<file path="src/rtl/arb_pkg.sv">
// Shared types and constants for the eight-way round-robin arbiter.
`timescale 1ns/1ps
package arb_pkg;

    localparam int N_REQ            = 8;
    localparam int ID_W             = 3;
    localparam int HOLD_MAX_DEFAULT = 16;

    typedef enum logic {
        IDLE  = 1'b0,
        GRANT = 1'b1
    } arb_state_t;

endpackage

</file>
<file path="src/rtl/rr_pick8.sv">
// Combinational rotating priority picker: the lowest set index at or after
// `start` (wrapping mod 8) among the unmasked request bits wins.
`timescale 1ns/1ps
module rr_pick8
    import arb_pkg::*;
(
    input  logic [N_REQ-1:0] req,
    input  logic [ID_W-1:0]  start,
    input  logic [N_REQ-1:0] mask,
    output logic             hit,
    output logic [ID_W-1:0]  idx
);

    logic [N_REQ-1:0]   eff;
    logic [2*N_REQ-1:0] dbl;
    logic [N_REQ-1:0]   rot;
    logic [ID_W-1:0]    off;

    // Rotate so `start` sits at bit 0, fixed-priority encode, then rotate back.
    always_comb begin
        eff = req & ~mask;
        dbl = {eff, eff} >> start;
        rot = dbl[N_REQ-1:0];
        hit = |rot;
        off = '0;
        for (int i = N_REQ - 1; i >= 0; i--) begin
            if (rot[i]) begin
                off = ID_W'(i);
            end
        end
        idx = start + off;
    end

endmodule

</file>
<file path="src/rtl/rr_arbiter8.sv">
// Round-robin arbiter for eight requesters with an optional hold-time limit.
// The grant is held until the owner drops its request, or, when HOLD_MAX is
// nonzero, until the owner has held it HOLD_MAX visible cycles while someone
// else is waiting. All outputs are registered; iReq has no combinational path
// to any output.
`timescale 1ns/1ps
module rr_arbiter8
    import arb_pkg::*;
#(
    parameter int HOLD_MAX = HOLD_MAX_DEFAULT
) (
    input  logic             iClk,
    input  logic             iRst,
    input  logic [N_REQ-1:0] iReq,
    output logic [N_REQ-1:0] oGrant,
    output logic [ID_W-1:0]  oGrantId,
    output logic             oBusy,
    output logic             oPreempt
);

    localparam int HOLD_W = (HOLD_MAX < 1) ? 1 : $clog2(HOLD_MAX + 1);
    localparam logic [HOLD_W-1:0] HOLD_LIM = HOLD_W'(HOLD_MAX);
    localparam logic [HOLD_W-1:0] HOLD_ONE = HOLD_W'(1);

    arb_state_t       state_q, state_d;
    logic [ID_W-1:0]  owner_q, owner_d;
    logic [ID_W-1:0]  ptr_q, ptr_d;
    logic [HOLD_W-1:0] hold_q, hold_d;
    logic [N_REQ-1:0] grant_q, grant_d;
    logic [ID_W-1:0]  grant_id_q, grant_id_d;
    logic             busy_q, busy_d;
    logic             preempt_q, preempt_d;

    logic [N_REQ-1:0] owner_onehot;
    logic [N_REQ-1:0] pick_mask;
    logic             pick_hit;
    logic [ID_W-1:0]  pick_idx;
    logic             hold_at_max;

    // While granted, the owner's bit is masked: on release it is already
    // zero, and on preemption the owner must not win its own handoff.
    always_comb begin
        owner_onehot = {{(N_REQ-1){1'b0}}, 1'b1} << owner_q;
        pick_mask    = (state_q == GRANT) ? owner_onehot : '0;
        hold_at_max  = (HOLD_MAX != 0) && (hold_q == HOLD_LIM);
    end

    rr_pick8 u_pick (
        .req   (iReq),
        .start (ptr_q),
        .mask  (pick_mask),
        .hit   (pick_hit),
        .idx   (pick_idx)
    );

    // Next-state logic: arbitration, hold counting and output decode.
    always_comb begin
        state_d   = state_q;
        owner_d   = owner_q;
        ptr_d     = ptr_q;
        hold_d    = hold_q;
        preempt_d = 1'b0;
        case (state_q)
            IDLE: begin
                if (pick_hit) begin
                    state_d = GRANT;
                    owner_d = pick_idx;
                    ptr_d   = pick_idx + ID_W'(1);
                    hold_d  = HOLD_ONE;
                end
            end
            GRANT: begin
                if (iReq[owner_q]) begin
                    if (hold_at_max && pick_hit) begin
                        owner_d   = pick_idx;
                        ptr_d     = pick_idx + ID_W'(1);
                        hold_d    = HOLD_ONE;
                        preempt_d = 1'b1;
                    end else if ((HOLD_MAX != 0) && (hold_q != HOLD_LIM)) begin
                        hold_d = hold_q + HOLD_ONE;
                    end
                end else if (pick_hit) begin
                    owner_d = pick_idx;
                    ptr_d   = pick_idx + ID_W'(1);
                    hold_d  = HOLD_ONE;
                end else begin
                    state_d = IDLE;
                end
            end
            default: state_d = IDLE;
        endcase
        grant_d    = (state_d == GRANT) ? ({{(N_REQ-1){1'b0}}, 1'b1} << owner_d) : '0;
        grant_id_d = (state_d == GRANT) ? owner_d : '0;
        busy_d     = (state_d == GRANT);
    end

    // State and output registers with synchronous reset.
    always_ff @(posedge iClk) begin
        if (iRst) begin
            state_q    <= IDLE;
            owner_q    <= '0;
            ptr_q      <= '0;
            hold_q     <= '0;
            grant_q    <= '0;
            grant_id_q <= '0;
            busy_q     <= 1'b0;
            preempt_q  <= 1'b0;
        end else begin
            state_q    <= state_d;
            owner_q    <= owner_d;
            ptr_q      <= ptr_d;
            hold_q     <= hold_d;
            grant_q    <= grant_d;
            grant_id_q <= grant_id_d;
            busy_q     <= busy_d;
            preempt_q  <= preempt_d;
        end
    end

    assign oGrant   = grant_q;
    assign oGrantId = grant_id_q;
    assign oBusy    = busy_q;
    assign oPreempt = preempt_q;

endmodule
</file>
<file path="config.mk">
export PLATFORM = sky130hd
export DESIGN_NAME = rr_arbiter8
export DESIGN_NICKNAME = d
export VERILOG_FILES = /design/src/rtl/arb_pkg.sv /design/src/rtl/rr_pick8.sv /design/src/rtl/rr_arbiter8.sv
export SDC_FILE = /design/constraint.sdc
export NUM_CORES = 1
export LEC_CHECK = 0
export ABC_AREA = 1
export CAP_MARGIN = 20
export CORE_ASPECT_RATIO = 1.4
export CORE_MARGIN = 4
export CORE_UTILIZATION = 35
export CTS_BUF_LIST = sky130_fd_sc_hd__clkbuf_16
export DETAILED_ROUTE_END_ITERATION = 6
export SKIP_CTS_REPAIR_TIMING = 1
export SLEW_MARGIN = 25
export SYNTH_ARGS = -nofsm -noshare
export SYNTH_HDL_FRONTEND = slang
export SYNTH_SLANG_ARGS = --single-unit
</file>
<file path="constraint.sdc">
create_clock -name iClk -period 3.8 [get_ports iClk]
set_input_delay 0.76 -clock iClk [delete_from_list [all_inputs] [get_ports iClk]]
set_output_delay 0.76 -clock iClk [all_outputs]
set_load 0.02 [all_outputs]
</file>
==> flow_metrics.env <==
export IMPL_setup_viol=0
export IMPL_grt_pass1_vias=1501
export IMPL_reg2regPathDepth=21
export IMPL_fin_util_pct=44.13
export IMPL_path_clk_slew_ns=0.06
export IMPL_hold_viol=0
export IMPL_hpwlAfterDp_mm=3.004
export IMPL_routed_wirelength_mm=3.700
export IMPL_critPathMaxFanout=5
export IMPL_status="completed"
export IMPL_p_sw_share_pct=46.90
export IMPL_die_area_um2=5817
export IMPL_numCtsBuffers=3
export IMPL_area_growth_pct=22.08
export IMPL_finalMaxSlewViolations=0
export IMPL_drive_above_1_share_pct=13.81
export IMPL_design_area_um2=1986
export IMPL_reg2reg_to="oGrant[7]"
export IMPL_clockPowerShare_pct=17.7
export IMPL_ys_types=33
export IMPL_io_buffers=22
export IMPL_wl_per_cell_um=11.21
export IMPL_cp_start_kind="input port"
export IMPL_power_switching_w=0.0007863
export IMPL_vias=1588
export IMPL_synth_seq_area_share_pct=29.54
export IMPL_min_path_type="reg -> reg"
export IMPL_combPwrFrac_pct=59.1
export IMPL_crit_end="oGrant[7]"
export IMPL_setup_tns_ns=0
export IMPL_coreArea_um2=4499
export IMPL_drc=0
export IMPL_tightestPinTransition_ns=0.4439
export IMPL_drt_iter0_markers=70
export IMPL_antenna_found_initial=0
export IMPL_tritoncts="yes"
export IMPL_min_period_over_period_pct=85.56
export IMPL_mostFrequentLayoutCells="nand2_1, nand3_1, dfxtp_1"
export IMPL_p_int_w=0.0008904
export IMPL_die_height_um=88.66
export IMPL_crit_path_end_kind="register"
export IMPL_final_common_cell="nand2_1"
export IMPL_crit_type="in -> reg"
export IMPL_start_util_pct=36.15
export IMPL_leakagePower_nw=0.9148
export IMPL_crit_start="iReq[7]"
export IMPL_grt_max_degree=15
export IMPL_vdd_drop_max_mv=0.4669
export IMPL_firstDrtPassIters=4
export IMPL_yosysWarnings=0
export IMPL_syn_num_nets=262
export IMPL_syn_avg_cell_area_um2=6.585
export IMPL_ys_seq_elements=24
export IMPL_cts_sinks=24
export IMPL_min_period_ns=3.251
export IMPL_io_pins=23
export IMPL_root_buffer="clkbuf_16"
export IMPL_num_rows=29
export IMPL_clockBufferDepth=2
export IMPL_slew_headroom_pct=70.37
export IMPL_r2r_setup_slack_ns=0.69
export IMPL_worst_ep_arrival_time_ns=3.44
export IMPL_postSynthCellCount=247
export IMPL_finClkSkew_ns=0.004299
export IMPL_fin_nets=284
export IMPL_clk_latency_ns=0.26
export IMPL_htree_num_levels=1
export IMPL_overflow=0
export IMPL_power_frac_seq_pct=23.2
export IMPL_n_fill_cell=494
export IMPL_die_width_um=65.62
export IMPL_cp_required_ns=3.99
export IMPL_powerDensity_nw_per_um2=844.4
export IMPL_groute_usage_overall_pct=13.93
export IMPL_postPlaceCellArea_um2=1881
export IMPL_syn_cell_area_um2=1627
export IMPL_n_antenna_cell=0
export IMPL_maxCapViolCount=0
export IMPL_grt_setup_unrepaired="false"
export IMPL_max_freq_mhz=307.6
export IMPL_grt_pass1_wl_mm=6.430
export IMPL_ant_nets=0
export IMPL_r2r_start="ptr_q[1]"
export IMPL_gp_congestion=0.8210
export IMPL_viasPerCell=4.812
## power by group through the flow
stage | clock network, W | registers (W) | logic [W]
finish | 0.000296 | 0.000389 | 0.000991
floorplan | 0 | 0.000393 | 0.000785
detailed placement | 0 | 0.000396 | 0.000988
global route | 0.000315 | 0.000400 | 0.00115
CTS | 0.000304 | 0.000390 | 0.000998
global placement | 0 | 0.000397 | 0.000994
## sequential cells by signal (all words and copies together) (netlist names)
name and flops:
oGrant 8, oPreempt 1, ptr_q 3, hold_q 5
owner_q 3, oBusy 1, oGrantId 3
## final cells by class
cell class / count / area, um^2 / area share [%]
clock buffers: 3 / 75.07 / 3.781
clock inverters: 1 / 30.03 / 1.512
inverters: 27 / 101.3 / 5.104
multi-input cells: 191 / 1001 / 50.41
flip-flops and latches: 24 / 480.5 / 24.20
well taps: 62 / 77.57 / 3.907
repair buffers: 22 / 220.2 / 11.09
## synthesized netlist by cell type (all sizes together)
master,number,area (um^2)
a31oi,1,6.260
o211ai,1,7.510
clkbuf,1,13.76
o21a,1,7.510
nor3,5,25.02
xor2,1,8.760
nand4,2,12.51
o21ai,8,43.79
dfxtp,24,480.5
buf,4,30.02
fa,1,20.02
o31ai,2,15.01
nor2,24,110.1
a21oi,10,50.05
clkinv,2,7.510
a211oi,1,7.510
inv,25,93.84
ha,4,50.05
a21boi,1,7.510
xnor2,1,8.760
nand3,43,235.2
nand2,85,385.4
## metrics by stage
| stage | hold WS, ns | total power [W] | setup slack, ns | cells |
|---|---|---|---|---|
| after floorplan | 0.4516 | 0.001178 | 1.029 | 247 |
| after global placement | 0.4752 | 0.001390 | 0.3043 | 326 |
| after detailed placement | 0.4765 | 0.001384 | 0.3136 | 326 |
| after CTS | 0.4847 | 0.001692 | 0.5614 | 330 |
| after global routing | 0.5245 | 0.001865 | 0.2436 | 330 |
| final | 0.4803 | 0.001677 | 0.5489 | 330 |
## worst min-delay path by stage
stage / start / end / cells past startpoint
floorplan: hold_q[3] / hold_q[3] / 2
global placement: hold_q[3] / hold_q[3] / 2
detailed placement: hold_q[3] / hold_q[3] / 2
CTS: hold_q[3] / hold_q[3] / 2
global route: hold_q[3] / hold_q[3] / 2
finish: hold_q[3] / hold_q[3] / 2
## logic make-up after synthesis
logic type | share of synthesized area [%]
and+or+nand+nor | 47.23
AOI/OAI and AO/OA | 8.924
DFF | 29.54
xor gates and xnor gates | 1.077
buffers and inverters | 8.923
adders and majority gates | 4.308
## worst max-delay path, cell delays in order
cell and delay, ns:
clkdlybuf4s50_1 0.51, nand3_1 0.11, nand3_1 0.13, nand2_1 0.09, nand2_1 0.08, nand2_2 0.07, nand3_1 0.07, nand2_1 0.05
nand2_1 0.05, nand2_1 0.05, nand2_1 0.04, a21boi_0 0.08, ha_1 0.20, fa_1 0.38, xor2_1 0.16, inv_1 0.07
nand3_1 0.07, nand2_1 0.13, nand2_4 0.08, nand2_2 0.09, nand2_4 0.07, nor2_1 0.11
## metal layers
layer	vias to the layer above	global-route usage, %	routed length, um
met5	-	0	0
met4	0	3.962	0
met3	0	2.033	75
met2	24	26.91	2083
met1	722	15.57	1541
li1	842	-	-
No activity file was read; power rests on OpenSTA's default activity.
